--- src/rtl/memory_access_unit_if.sv ---
// Avalon-MM data-bus signals between the memory-stage load/store unit
// and the data memory.
interface memory_access_unit_if #(
    parameter int ADDR_W = 32
);
    logic [ADDR_W-1:0] address;
    logic              read;
    logic              write;
    logic [3:0]        byteenable;
    logic [31:0]       writedata;
    logic [31:0]       readdata;
    logic              waitrequest;

    modport master (
        output address, read, write, byteenable, writedata,
        input  readdata, waitrequest
    );

    modport slave (
        input  address, read, write, byteenable, writedata,
        output readdata, waitrequest
    );
endinterface

--- src/rtl/memory_access_unit.sv ---
// Memory-stage load/store unit: turns the memory-stage opcode and address into
// one Avalon-MM transfer and registers raw results into the writeback stage.
module memory_access_unit #(
    parameter int ADDR_W = 32
) (
    input  logic                  clk,
    input  logic                  reset,
    input  logic                  valid_memory,
    input  logic [5:0]            op_memory,
    input  logic [31:0]           alu_out_memory,
    input  logic [31:0]           src_A_memory,
    input  logic [31:0]           src_B_memory,
    output logic                  stall_memory,
    memory_access_unit_if.master  bus,
    output logic                  valid_writeback,
    output logic [5:0]            op_writeback,
    output logic [3:0]            byteenable_writeback,
    output logic [31:0]           src_A_writeback,
    output logic [31:0]           src_B_writeback,
    output logic [31:0]           read_data_writeback,
    output logic                  addr_error_writeback
);

    localparam logic [5:0] OP_LB  = 6'b100000;
    localparam logic [5:0] OP_LH  = 6'b100001;
    localparam logic [5:0] OP_LWL = 6'b100010;
    localparam logic [5:0] OP_LW  = 6'b100011;
    localparam logic [5:0] OP_LBU = 6'b100100;
    localparam logic [5:0] OP_LHU = 6'b100101;
    localparam logic [5:0] OP_LWR = 6'b100110;
    localparam logic [5:0] OP_SB  = 6'b101000;
    localparam logic [5:0] OP_SH  = 6'b101001;
    localparam logic [5:0] OP_SW  = 6'b101011;

    typedef enum logic [1:0] {
        IDLE,
        READ_WAIT,
        WRITE_WAIT
    } state_e;

    state_e            state_q;
    logic              read_q;
    logic              write_q;
    logic [ADDR_W-1:0] address_q;
    logic [3:0]        byteenable_q;
    logic [31:0]       writedata_q;

    logic [1:0]        lane;
    logic              is_load;
    logic              is_store;
    logic              misaligned;
    logic              access_req;
    logic [3:0]        byteenable_d;
    logic [31:0]       writedata_d;

    always_comb begin
        // NOTE: every output of this block gets a default first so no path leaves one unassigned (no latch).
        lane         = alu_out_memory[1:0];
        is_load      = 1'b0;
        is_store     = 1'b0;
        misaligned   = 1'b0;
        byteenable_d = 4'b0000;
        writedata_d  = 32'd0;
        case (op_memory)
            OP_LB, OP_LBU: begin
                is_load      = 1'b1;
                byteenable_d = 4'b0001 << lane;
            end
            OP_LH, OP_LHU: begin
                is_load      = 1'b1;
                byteenable_d = lane[1] ? 4'b1100 : 4'b0011;
                misaligned   = lane[0];
            end
            OP_LW: begin
                is_load      = 1'b1;
                byteenable_d = 4'b1111;
                misaligned   = (lane != 2'b00);
            end
            OP_LWL: begin
                is_load      = 1'b1;
                byteenable_d = 4'b1111 >> (2'd3 - lane);
            end
            OP_LWR: begin
                is_load      = 1'b1;
                byteenable_d = 4'b1111 << lane;
            end
            OP_SB: begin
                is_store     = 1'b1;
                byteenable_d = 4'b0001 << lane;
                writedata_d  = {24'd0, src_B_memory[7:0]} << {lane, 3'b000};
            end
            OP_SH: begin
                is_store     = 1'b1;
                byteenable_d = lane[1] ? 4'b1100 : 4'b0011;
                writedata_d  = lane[1] ? {src_B_memory[15:0], 16'd0} : {16'd0, src_B_memory[15:0]};
                misaligned   = lane[0];
            end
            OP_SW: begin
                is_store     = 1'b1;
                byteenable_d = 4'b1111;
                writedata_d  = src_B_memory;
                misaligned   = (lane != 2'b00);
            end
            default: ;
        endcase

        access_req   = valid_memory & (is_load | is_store) & ~misaligned;
        // Outside IDLE the held instruction is released in the cycle the slave accepts.
        stall_memory = (state_q == IDLE) ? access_req : bus.waitrequest;
    end

    always_ff @(posedge clk or negedge reset) begin
        if (!reset) begin
            state_q      <= IDLE;
            read_q       <= 1'b0;
            write_q      <= 1'b0;
            address_q    <= '0;
            byteenable_q <= 4'b0000;
            writedata_q  <= 32'd0;
        end else begin
            // NOTE: non-blocking assignments so every register samples pre-edge values.
            case (state_q)
                IDLE: begin
                    if (access_req) begin
                        address_q    <= {alu_out_memory[ADDR_W-1:2], 2'b00};
                        byteenable_q <= byteenable_d;
                        writedata_q  <= writedata_d;
                        read_q       <= is_load;
                        write_q      <= is_store;
                        state_q      <= is_load ? READ_WAIT : WRITE_WAIT;
                    end
                end
                READ_WAIT, WRITE_WAIT: begin
                    if (!bus.waitrequest) begin
                        read_q  <= 1'b0;
                        write_q <= 1'b0;
                        state_q <= IDLE;
                    end
                end
                default: state_q <= IDLE;
            endcase
        end
    end

    always_ff @(posedge clk or negedge reset) begin
        if (!reset) begin
            valid_writeback      <= 1'b0;
            op_writeback         <= 6'd0;
            byteenable_writeback <= 4'b0000;
            src_A_writeback      <= 32'd0;
            src_B_writeback      <= 32'd0;
            read_data_writeback  <= 32'd0;
            addr_error_writeback <= 1'b0;
        end else if (!stall_memory) begin
            valid_writeback      <= valid_memory;
            op_writeback         <= op_memory;
            src_A_writeback      <= src_A_memory;
            src_B_writeback      <= src_B_memory;
            addr_error_writeback <= valid_memory & (is_load | is_store) & misaligned;
            byteenable_writeback <= (state_q == IDLE) ? 4'b0000 : byteenable_q;
            read_data_writeback  <= (state_q == READ_WAIT) ? bus.readdata : 32'd0;
        end else begin
            valid_writeback <= 1'b0;
        end
    end

    assign bus.address    = address_q;
    assign bus.read       = read_q;
    assign bus.write      = write_q;
    assign bus.byteenable = byteenable_q;
    assign bus.writedata  = writedata_q;

endmodule
--- src/flat_wrapper.sv ---
// flat-port wrapper written by rule: the top's interface ports become plain ports
module memory_access_unit_flat 
#(
    parameter int ADDR_W = 32
)
  (clk, reset, valid_memory, op_memory, alu_out_memory, src_A_memory, src_B_memory, stall_memory, valid_writeback, op_writeback, byteenable_writeback, src_A_writeback, src_B_writeback, read_data_writeback, addr_error_writeback, bus_address, bus_read, bus_write, bus_byteenable, bus_writedata, bus_readdata, bus_waitrequest);
  memory_access_unit_if #(.ADDR_W(ADDR_W)) bus_i ();
  input  logic clk;
  input  logic reset;
  input  logic valid_memory;
  input  logic [5:0] op_memory;
  input  logic [31:0] alu_out_memory;
  input  logic [31:0] src_A_memory;
  input  logic [31:0] src_B_memory;
  output logic stall_memory;
  output logic valid_writeback;
  output logic [5:0] op_writeback;
  output logic [3:0] byteenable_writeback;
  output logic [31:0] src_A_writeback;
  output logic [31:0] src_B_writeback;
  output logic [31:0] read_data_writeback;
  output logic addr_error_writeback;
  output wire logic [$bits(bus_i.address)-1:0] bus_address;
  output wire logic [$bits(bus_i.read)-1:0] bus_read;
  output wire logic [$bits(bus_i.write)-1:0] bus_write;
  output wire logic [$bits(bus_i.byteenable)-1:0] bus_byteenable;
  output wire logic [$bits(bus_i.writedata)-1:0] bus_writedata;
  input wire logic [$bits(bus_i.readdata)-1:0] bus_readdata;
  input wire logic [$bits(bus_i.waitrequest)-1:0] bus_waitrequest;
  assign bus_address = bus_i.address;
  assign bus_read = bus_i.read;
  assign bus_write = bus_i.write;
  assign bus_byteenable = bus_i.byteenable;
  assign bus_writedata = bus_i.writedata;
  assign bus_i.readdata = bus_readdata;
  assign bus_i.waitrequest = bus_waitrequest;
  memory_access_unit #(.ADDR_W(ADDR_W)) u_core (.clk(clk), .reset(reset), .valid_memory(valid_memory), .op_memory(op_memory), .alu_out_memory(alu_out_memory), .src_A_memory(src_A_memory), .src_B_memory(src_B_memory), .stall_memory(stall_memory), .bus(bus_i), .valid_writeback(valid_writeback), .op_writeback(op_writeback), .byteenable_writeback(byteenable_writeback), .src_A_writeback(src_A_writeback), .src_B_writeback(src_B_writeback), .read_data_writeback(read_data_writeback), .addr_error_writeback(addr_error_writeback));
endmodule
--- config.mk ---
export PLATFORM = sky130hd
export DESIGN_NAME = memory_access_unit_flat
export DESIGN_NICKNAME = d
export VERILOG_FILES = /design/src/rtl/memory_access_unit_if.sv /design/src/rtl/memory_access_unit.sv /design/src/flat_wrapper.sv
export SDC_FILE = /design/constraint.sdc
export NUM_CORES = 1
export LEC_CHECK = 0
export CORE_UTILIZATION = 35
export DETAILED_ROUTE_END_ITERATION = 12
export PLACE_DENSITY = 0.72
export SYNTH_ARGS = -nofsm -noshare
export SYNTH_HDL_FRONTEND = slang
export SYNTH_SLANG_ARGS = --single-unit
--- constraint.sdc ---
create_clock -name clk -period 3.29 [get_ports clk]
set_clock_uncertainty 0.05 [all_clocks]
set_input_delay 0.987 -clock clk [delete_from_list [all_inputs] [get_ports clk]]
set_output_delay 0.987 -clock clk [all_outputs]
set_load 0.05 [all_outputs]
==> results by group <==
Timing
  – Slew HR: a little over two fifths
  – Final setup fails: 0
  – Crit share post-route: a little over nine tenths
  – RSZ-0062 raised after global routing: no
  – Min Tclk post-route: between 3000 and 4000 ps
  – Post-route setup slack: 89.7 ps
  – Slew Limit Fails: 0
  – Worst-margin pin slew: 848 ps
  – FMAX: 0.312 GHz
  – Hold Fails Final Rpt: 0

Power
  – Pwr Total: 9020 µW
  – Comb pwr share: 44.4%
  – Internal: 5270 µW
  – Max rail drop VDD: 573 µV
  – Sw Ratio: between 40% and 50%
  – PD cells: 748 mW/mm²
  – Leakage: 0.00540 µW
  – Clock share of power: approximately 23%
  – Reg power frac: between 30% and 40%
  – Switching power: 3750 µW

Logic synthesis
  – Cell variety after synth: 56
  – Synth warn: 0
  – Mapped Area: about 0.0078 mm²
  – Fraction of registers with async set/reset: 100%
  – Mean Syn Cell Area: ~13 µm²
  – EDFF count, synth: 0
  – Cells after Synth: 582
  – Yosys reg bits: 178
  – Post-synth top flop: dfrtp_1
  – Register area share after synthesis: 56.8%

Die
  – # rows: 54
  – Die width: roughly 150 µm
  – Total Die Area: ~0.023 mm²
  – Ports: 317
  – Core Area: approximately 0.022 mm²
  – Die height: about 150 µm
  – Initial Util: 35.8%

Hold path
  – WHS Endpoint: u_core.bus.writedata[3]
  – Worst hold path class: reg -> reg
  – Worst Min Path Start: u_core.bus.writedata[3]
  – WHS Path Cells: 1

Detailed routing
  – Initial DRC Count: 208
  – Routed via count: 5805
  – Post-route DRC: 0
  – Routed Antenna Nets: 0
  – DRT Pass-1 Iters: 4
  – Routed len/inst: approximately 18 µm
  – Vias/cell: approximately 4.8
  – WL final: approximately 22 mm

Clock network
  – Htree depth: 4
  – Root buf cell: clkbuf_16
  – Clock transition at the registers of the reported paths: 70 ps
  – TritonCTS buffer count: 17
  – Clock latency on the worst-skew pair: 420 ps
  – Clk buf depth: 2
  – Clock tree from TritonCTS: built
  – Hold Buf Count CTS: 0
  – Clk sinks: 178

Setup path
  – Worst path slowest cell: and2b_2
  – Worst Path Buf+Inv: 3
  – Crit path launch type: input pin
  – RR Endpoint: u_core.src_B_writeback[14]
  – Setup CP Type: in -> out
  – R2r startpoint: u_core.state_q[1]
  – CP peak stage delay: between 200 and 300 ps
  – Required time of the worst setup path: 2250 ps
  – Worst-path cell chain: dlygate4sd2_1 -> and2b_2 -> o2111ai_4 -> a21oi_4 -> clkinvlp_4 -> buf_8
  – CP delay by family, top: buffers and inverters
  – Crit end category: output port
  – R2R cell count: 7
  – FF-to-FF setup slack: ~850 ps
  – Worst Path Arrival: 2160 ps
  – CP max FO: 3

Finish
  – Finished Cell Area: 0.0121 mm²
  – Ant diodes: 0
  – Fin cells: 1205
  – Final core utilization: 55.1%
  – Final net count: 1052
  – Share of cells above drive strength 1: 22.8%
  – Area grow syn2layout: 54.0%
  – Commonest cells after routing, fill and taps aside: clkdlybuf4s50_1 (303), dfrtp_1 (178), mux2_2 (99)
  – Commonest non-fill, non-tap cell in the layout: clkdlybuf4s50_1

Placement
  – Dpl ws: -292 ps
  – Post-DP Area: roughly 0.011 mm²
  – # port buffers: 314
  – Final HPWL DP: 15.8 mm
  – GPL Wtd Cong: ~0.8
  – Placed Cells: 1172

GRT
  – Largest net degree at the start of global routing: 71
  – Initial antenna violation count: 0
  – Total gr overflow: 0
  – Vias in the first global route: 6007
  – GRT Overall Usage: approximately a fifth
  – First-pass GRT wire length: between 30 and 40 mm

Run
  – MaxCap Viol Count: 0

Outcome
  – Status: finished, final reports clean
what timing repair did:
item                       in CTS  in global routing
pin swaps                       3                  1
setup endpoints to repair       1                  1
setup buffers                   1                  0
resized for setup              14                  7
hold endpoints to repair        0                  0
cells by family (layout without fill, tap and decap cells):
| family | after synthesis | count (layout) | synth area share (%) |
|---|---|---|---|
| AOI/OAI and AO/OA | 76 | 76 | 7.60 |
| adders and majority gates | 2 | 2 | 0.319 |
| buffers and inverters | 78 | 420 | 5.00 |
| DFF | 178 | 178 | 56.8 |
| muxes | 166 | 166 | 24.5 |
| other | 1 | 2 | 0.0478 |
| and+or+nand+nor | 81 | 81 | 5.72 |
sequential cells by signal, indices dropped and copies added (netlist names), 2 cells and up:
register	count
u_core.bus.address	30
u_core.src_B_writeback	32
u_core.state_q	2
u_core.read_data_writeback	32
u_core.bus.writedata	32
u_core.src_A_writeback	32
u_core.op_writeback	6
u_core.bus.byteenable	4
u_core.byteenable_writeback	4
power groups by stage:
stage / logic [µW] / clock network [µW] / registers (µW)
after floorplan: 924 / 0 / 4610
final: 4010 / 2090 / 2930
after CTS: 4040 / 2140 / 2930
after global placement: 4010 / 0 / 2940
after detailed placement: 4030 / 0 / 2960
after global routing: 4180 / 2220 / 2990
layout make-up:
type | instances | area, µm²
clock inverters | 15 | 181
well taps | 280 | 350
clock buffers | 17 | 425
inverters | 39 | 150
fillers | 1905 | 9820
multi-input cells | 327 | 3030
repair buffers | 349 | 3470
flip-flops and latches | 178 | 4450
routing by layer:
metal  track usage (%)  up-vias  share of wire, %
li1                  -     2706                 -
met1              23.6     2861                42
met2              31.3      219                48
met3              6.77       19               8.7
met4              4.75        0               1.3
met5                 0        -                 0
stage by stage:
stage | hold slack, ps | TNS [ps]
2_1_floorplan | 476 | -2.95
3_3_place_gp | 408 | -3950
3_5_place_dp | 415 | -6300
4_1_cts | 432 | 0
5_1_grt | 439 | 0
6_report | 426 | 0
how the worst max path moves through the flow:
stage	cells after the start	startpoint	slack, ps	endpoint
2_1_floorplan	7	op_memory[0]	-3	stall_memory
3_3_place_gp	6	op_memory[1]	-260	stall_memory
3_5_place_dp	6	op_memory[1]	-290	stall_memory
4_1_cts	6	op_memory[1]	10	stall_memory
5_1_grt	6	op_memory[4]	10	stall_memory
6_report	6	op_memory[4]	90	stall_memory
synth_stat cells, types with 2 or more instances:
| cell type | instances | area (µm²) |
|---|---|---|
| nor2_1 | 3 | 11.3 |
| nand2b_1 | 4 | 25.0 |
| nand2_1 | 38 | 143 |
| clkbuf_1 | 12 | 45.0 |
| nand3_1 | 6 | 30.0 |
| or3_1 | 2 | 12.5 |
| o21ai_0 | 9 | 45.0 |
| o2bb2ai_1 | 8 | 70.1 |
| buf_4 | 7 | 52.6 |
| mux2_1 | 3 | 33.8 |
| a22o_1 | 16 | 140 |
| ha_1 | 2 | 25.0 |
| inv_1 | 39 | 146 |
| mux2i_1 | 38 | 380 |
| nor2b_1 | 4 | 25.0 |
| buf_1 | 2 | 7.51 |
| a22oi_1 | 8 | 60.1 |
| and4_1 | 8 | 70.1 |
| buf_6 | 8 | 90.1 |
| nand4bb_1 | 2 | 22.5 |
| buf_2 | 10 | 50.1 |
| o211ai_1 | 8 | 60.1 |
| mux2_4 | 26 | 390 |
| nor3_1 | 2 | 10.0 |
| a21oi_1 | 4 | 20.0 |
| mux2_2 | 99 | 1110 |
| dfrtp_1 | 178 | 4450 |
| a21o_1 | 8 | 60.1 |
Power figures use the tool's default switching activity.
